File: src/rtl/modexp_seq_pkg.sv
// ============================================================================
// modexp_seq_pkg : shared state encoding for the modular-exponentiation engine
// Revision       : 1.0
// ============================================================================
`default_nettype none

package modexp_seq_pkg;

  localparam int DEFAULT_WIDTH = 64;

  typedef enum logic [2:0] {
    S_IDLE   = 3'd0,
    S_LOAD   = 3'd1,
    S_REDUCE = 3'd2,
    S_MUL    = 3'd3,
    S_SQR    = 3'd4,
    S_DONE   = 3'd5
  } state_t;

endpackage

`default_nettype wire

File: src/rtl/modexp_seq_modmul_blakley.sv
// ============================================================================
// modmul_blakley : interleaved MSB-first modular multiplier, acc = x*y mod m
// Revision       : 1.0
// ============================================================================
`default_nettype none

module modmul_blakley #(
  parameter int NW = 128
) (
  input  logic          clk,
  input  logic          reset,
  input  logic          go,
  input  logic [NW-1:0] x,
  input  logic [NW-1:0] y,
  input  logic [NW-1:0] m,
  output logic [NW-1:0] acc,
  output logic          done
);

  localparam int CW = $clog2(NW + 1);

  logic [NW+1:0] acc_q, acc_d;
  logic [NW-1:0] x_q, x_d, y_q, y_d, m_q, m_d;
  logic [CW-1:0] cnt_q, cnt_d;
  logic          active_q, active_d;

  logic [NW+1:0] op_acc, op_y, op_m, dbl, sum;
  logic          op_bit;

  // The first step runs in the go cycle straight off the inputs, so a full
  // product takes exactly NW cycles and the last step is visible on acc.
  always_comb begin
    op_acc = go ? '0 : acc_q;
    op_bit = go ? x[NW-1] : x_q[NW-1];
    op_y   = go ? {2'b00, y} : {2'b00, y_q};
    op_m   = go ? {2'b00, m} : {2'b00, m_q};

    dbl = op_acc << 1;
    if (dbl >= op_m) dbl = dbl - op_m;
    sum = op_bit ? (dbl + op_y) : dbl;
    if (sum >= op_m) sum = sum - op_m;
  end

  always_comb begin
    acc_d    = acc_q;
    x_d      = x_q;
    y_d      = y_q;
    m_d      = m_q;
    cnt_d    = cnt_q;
    active_d = active_q;
    if (go) begin
      acc_d    = sum;
      x_d      = x << 1;
      y_d      = y;
      m_d      = m;
      cnt_d    = CW'(1);
      active_d = 1'b1;
    end else if (active_q) begin
      acc_d = sum;
      x_d   = x_q << 1;
      cnt_d = cnt_q + 1'b1;
      if (cnt_q == CW'(NW - 1)) active_d = 1'b0;
    end
  end

  always_ff @(posedge clk or posedge reset) begin
    if (reset) begin
      acc_q    <= '0;
      x_q      <= '0;
      y_q      <= '0;
      m_q      <= '0;
      cnt_q    <= '0;
      active_q <= 1'b0;
    end else begin
      acc_q    <= acc_d;
      x_q      <= x_d;
      y_q      <= y_d;
      m_q      <= m_d;
      cnt_q    <= cnt_d;
      active_q <= active_d;
    end
  end

  assign acc  = sum[NW-1:0];
  assign done = active_q && !go && (cnt_q == CW'(NW - 1));

endmodule

`default_nettype wire

File: src/rtl/modexp_seq.sv
// ============================================================================
// modexp_seq : right-to-left square-and-multiply modular exponentiation
// Revision   : 1.0
// ============================================================================
`default_nettype none

module modexp_seq
  import modexp_seq_pkg::*;
#(
  parameter int WIDTH = DEFAULT_WIDTH
) (
  input  logic                 clk,
  input  logic                 reset,
  input  logic                 start,
  input  logic [2*WIDTH-1:0]   base,
  input  logic [2*WIDTH-1:0]   exponent,
  input  logic [2*WIDTH-1:0]   modulus,
  output logic [2*WIDTH-1:0]   result,
  output logic                 busy,
  output logic                 finish
);

  localparam int NW = 2 * WIDTH;

  state_t        state_q, state_d;
  logic [NW-1:0] base_q, base_d, e_q, e_d, m_q, m_d;
  logic [NW-1:0] r_q, r_d, b_q, b_d, result_q, result_d;
  logic          busy_q, busy_d, finish_q, finish_d, go_q, go_d;

  logic [NW-1:0] mm_x, mm_y, mm_acc;
  logic          mm_done;

  // REDUCE multiplies base by 1 so a base >= modulus is folded in range.
  always_comb begin
    mm_x = base_q;
    mm_y = NW'(1);
    case (state_q)
      S_MUL: begin
        mm_x = r_q;
        mm_y = b_q;
      end
      S_SQR: begin
        mm_x = b_q;
        mm_y = b_q;
      end
      default: ;
    endcase
  end

  modmul_blakley #(.NW(NW)) u_modmul (
    .clk   (clk),
    .reset (reset),
    .go    (go_q),
    .x     (mm_x),
    .y     (mm_y),
    .m     (m_q),
    .acc   (mm_acc),
    .done  (mm_done)
  );

  always_comb begin
    state_d  = state_q;
    base_d   = base_q;
    e_d      = e_q;
    m_d      = m_q;
    r_d      = r_q;
    b_d      = b_q;
    result_d = result_q;
    busy_d   = busy_q;
    finish_d = finish_q;
    go_d     = 1'b0;
    if (start) begin
      state_d  = S_LOAD;
      base_d   = base;
      e_d      = exponent;
      m_d      = modulus;
      busy_d   = 1'b1;
      finish_d = 1'b0;
    end else begin
      case (state_q)
        S_LOAD: begin
          r_d = NW'(1);
          if (m_q <= NW'(1)) begin
            r_d     = '0;
            state_d = S_DONE;
          end else if (e_q == '0) begin
            state_d = S_DONE;
          end else begin
            state_d = S_REDUCE;
            go_d    = 1'b1;
          end
        end
        S_REDUCE: if (mm_done) begin
          b_d     = mm_acc;
          go_d    = 1'b1;
          state_d = e_q[0] ? S_MUL : S_SQR;
        end
        // No squaring once the remaining exponent bits above this one are zero.
        S_MUL: if (mm_done) begin
          r_d = mm_acc;
          if (e_q[NW-1:1] == '0) begin
            state_d = S_DONE;
          end else begin
            state_d = S_SQR;
            go_d    = 1'b1;
          end
        end
        S_SQR: if (mm_done) begin
          b_d     = mm_acc;
          e_d     = e_q >> 1;
          go_d    = 1'b1;
          state_d = e_q[1] ? S_MUL : S_SQR;
        end
        S_DONE: begin
          result_d = r_q;
          finish_d = 1'b1;
          busy_d   = 1'b0;
          state_d  = S_IDLE;
        end
        default: state_d = S_IDLE;
      endcase
    end
  end

  always_ff @(posedge clk or posedge reset) begin
    if (reset) begin
      state_q  <= S_IDLE;
      base_q   <= '0;
      e_q      <= '0;
      m_q      <= '0;
      r_q      <= '0;
      b_q      <= '0;
      result_q <= '0;
      busy_q   <= 1'b0;
      finish_q <= 1'b0;
      go_q     <= 1'b0;
    end else begin
      state_q  <= state_d;
      base_q   <= base_d;
      e_q      <= e_d;
      m_q      <= m_d;
      r_q      <= r_d;
      b_q      <= b_d;
      result_q <= result_d;
      busy_q   <= busy_d;
      finish_q <= finish_d;
      go_q     <= go_d;
    end
  end

  assign result = result_q;
  assign busy   = busy_q;
  assign finish = finish_q;

endmodule

`default_nettype wire

File: config.mk
export PLATFORM = sky130hd
export DESIGN_NAME = modexp_seq
export DESIGN_NICKNAME = d
export VERILOG_FILES = /design/src/rtl/modexp_seq_pkg.sv /design/src/rtl/modexp_seq_modmul_blakley.sv /design/src/rtl/modexp_seq.sv
export SDC_FILE = /design/constraint.sdc
export NUM_CORES = 2
export LEC_CHECK = 0
export CORE_MARGIN = 2
export CORE_UTILIZATION = 40
export DETAILED_ROUTE_END_ITERATION = 10
export MAX_ROUTING_LAYER = met4
export PLACE_DENSITY = 0.62
export SYNTH_ARGS = -nofsm -noshare
export SYNTH_HDL_FRONTEND = slang
export SYNTH_HIERARCHICAL = 1
export SYNTH_SLANG_ARGS = --single-unit
File: constraint.sdc
create_clock -name clk -period 54.6 [get_ports clk]
set_clock_uncertainty 0.05 [all_clocks]
set_input_delay 16.38 -clock clk [delete_from_list [all_inputs] [get_ports clk]]
set_output_delay 16.38 -clock clk [all_outputs]
set_load 0.02 [all_outputs]
==> summary.md <==
| Metric | Value |
|---|---|
| Post-synthesis cell count | `9834` |
| EDFF count, synth | `0` |
| Dpl cells | `12.6k` |
| Core Util, Final | `0.454` |
| Rel. slew slack | `0.163` |
| Antenna violations before repair | `16` |
| Cell repeated most along the worst path | `buf_4` |
| Clk buf depth | `3` |
| Vias per cell | `5.95` |
| Worst path max stage delay | `870 ps` |
| Register bit count reported by yosys | `1295` |
| Finished Cell Area | `98500 µm²` |
| Hpwl dp | `267000 µm` |
| GP Congestion | `0.982` |
| Critical Path RT | `55360 ps` |
| Row cnt | `171` |
| Highest-delay cell along the critical path | `buf_4` |
| Register area | `32400 µm²` |
| I/O Buffers | `516` |
| 1st-iter DRT viols | `9829` |
| CTS tree | `yes` |
| Worst-path cell chain | `clkdlybuf4s50_1 > inv_8 > buf_4 > buf_4 > buf_4` |
| Min Tclk post-route | `19470 ps` |
| Post-route ant nets | `0` |
| Worst-Margin Slew | `1240 ps` |
| Hold Crit Class | `flop to flop` |
| CP endpoint kind | `asynchronous set/reset pin` |
| Ys async rst share | `1.00` |
| Post-CTS sizing | `0` |
| First-pass DRT Iterations | `7` |
| WL/cell | `26.5 µm` |
| Critical Path AT | `20230 ps` |
| Final max-slew violation count | `0` |
| Setup bufs post-CTS | `0` |
| Num CTS Buffers | `151` |
| Fmax | `0.0514 GHz` |
| Die area | `222000 µm²` |
| Fin Setup TNS | `0 ps` |
| CTS Sinks | `1295` |
| Largest net degree at the start of global routing | `170` |
| Seq/Total Area, Yosys | `0.371` |
| Worst-skew pair later-pin latency | `830 ps` |
| Setup crit start kind | `primary input` |
| # IOs | `517` |
| Number of global-route vias before repair | `71.2k` |
| Routed wire length | `340000 µm` |
| Total number of vias | `76.5k` |
| Root buffer cell | `clkbuf_16` |
| Die Width | `471 µm` |
| Max Cap Viol | `0` |
| Clk slew on worst S/H paths | `60 ps` |
| Period utilization | `0.357` |
| Placement Cell Area | `93300 µm²` |
| Worst setup path class | `primary input to asynchronous set/reset pin` |
| Core area | `217000 µm²` |
| H-Tree Depth | `4` |
| Mapped Area | `87300 µm²` |
| Die Ht | `471 µm` |
| Main synth FF type | `dfrtp_1` |
| Max FO, Critical Path | `114` |
| Area growth syn-to-layout | `12.8%` |
| Fillcell total | `21.0k` |
| Multi-input gate area in the final layout | `50200 µm²` |
| Setup violators final | `0` |
| DRC Markers | `0` |
| Wire length of the first global-routing pass | `494000 µm` |
| Total GRT Usage | `0.306` |
| Final Hold Fails | `0` |
| Post-Syn Nets | `10.6k` |
| Initial Utilization | `0.402` |
| Unrepaired setup endpoints after global routing | `false` |
| Final net count | `10.6k` |
| Hold_buf cts | `0` |
| Final std cells w/o fill | `12.9k` |
| Netlist cell types | `99` |
| GRT Residual Overflow | `0` |
| Ys Warns | `6` |
| Layout cells sized above 1 | `0.124` |
| Mapped Avg Cell Area | `8.88 µm²` |
| Status | `complete, no violations` |
==> kinds of logic after synthesis <==
family          after synthesis  synth area share
flops                      1295             0.371
xor+xnor                    372            0.0373
fa+ha+maj                   388            0.0559
simple gates               3052             0.160
buf+inv                    1025            0.0551
compound gates             2480             0.168
mux                        1222             0.152
==> sequential cells by signal, indices dropped and copies added (netlist names) <==
| signal | count |
|---|---|
| base_q | 128 |
| u_modmul/y_q | 128 |
| u_modmul/m_q | 128 |
| u_modmul/acc_q | 129 |
| result | 128 |
| state_q | 3 |
| u_modmul/active_q | 1 |
| e_q | 128 |
| u_modmul/cnt_q | 8 |
| b_q | 128 |
| busy | 1 |
| finish | 1 |
| m_q | 128 |
| u_modmul/x_q | 127 |
| r_q | 128 |
| go_q | 1 |
==> metrics by stage <==
stage / hold WS (ps) / setup WS, ps
6_report: 438 / 35130
5_1_grt: 458 / 34580
2_1_floorplan: 405 / 16440
4_1_cts: 435 / 35060
3_3_place_gp: 412 / 34230
3_5_place_dp: 422 / 34160
==> Yosys cell counts, drive strengths merged (28+ instances only) <==
cell type / count / area, µm²
a211oi: 41 / 318
a21boi: 28 / 210
a21o: 194 / 1460
a21oi: 826 / 4140
a31oi: 134 / 838
and2: 158 / 990
and3: 34 / 213
buf: 340 / 2240
clkbuf: 411 / 1540
dfrtp: 1295 / 32400
ha: 385 / 4820
inv: 274 / 1030
mux2: 832 / 9380
mux2i: 390 / 3900
nand2: 1281 / 4810
nand3: 285 / 1430
nand4: 190 / 1190
nor2: 644 / 2430
nor2b: 152 / 951
nor3: 80 / 400
nor4: 104 / 657
o211ai: 39 / 298
o21a: 44 / 330
o21ai: 747 / 3740
o21bai: 103 / 773
o22ai: 136 / 851
xnor2: 239 / 2090
xor2: 133 / 1160
==> worst max-delay path, delay by kind of cell <==
kind | cells | cell delay [ps]
buffers and inverters | 5 | 3500
==> worst paths after layout <==
path	cells after the start	slack, ps	startpoint	endpoint
worst max-delay path	5	35130	reset	u_modmul/acc_q[69]
worst min-delay path	2	440	u_modmul/acc_q[73]	u_modmul/acc_q[73]
worst max register to register	44	35480	go_q	b_q[101]
worst min register to register	2	440	u_modmul/acc_q[73]	u_modmul/acc_q[73]
max in group clk	44	35480	go_q	b_q[101]
min in group asynchronous	2	16150	reset	u_modmul/x_q[9]
==> per-layer routing <==
metal	routed length [µm]	global-route usage
met1	171000	0.490
met2	127000	0.379
met3	34700	0.0671
met4	7560	0.0673
met5	0	-
==> cells in the final DEF, fill, tap and decap left out, types with 136 or more instances in the layout <==
| cell | n |
|---|---|
| xnor2_1 | 239 |
| a21oi_1 | 825 |
| dfrtp_1 | 1290 |
| and2_1 | 153 |
| o22ai_1 | 136 |
| mux2i_1 | 389 |
| nand4_1 | 190 |
| mux2_2 | 792 |
| clkbuf_16 | 155 |
| nor2_1 | 642 |
| inv_1 | 270 |
| nand2_1 | 1279 |
| o21ai_0 | 632 |
| a21o_1 | 194 |
| clkdlybuf4s50_1 | 515 |
| nand3_1 | 285 |
| nor2b_1 | 152 |
| ha_1 | 385 |
==> layout make-up <==
| cell class | instances | area share |
|---|---|---|
| multi-input combinational | 7514 | 0.509 |
| sequential | 1295 | 0.329 |
| timing repair buffer | 628 | 0.0618 |
| clock buffer | 212 | 0.0447 |
| tap | 2854 | 0.0363 |
| inverter | 274 | 0.0106 |
| clock inverter | 56 | 0.00728 |
| antenna | 25 | 0.000635 |
Power is left out: the tool's default activity adds up to more than one toggle a clock period on the data nets, which glitch-free logic cannot reach.
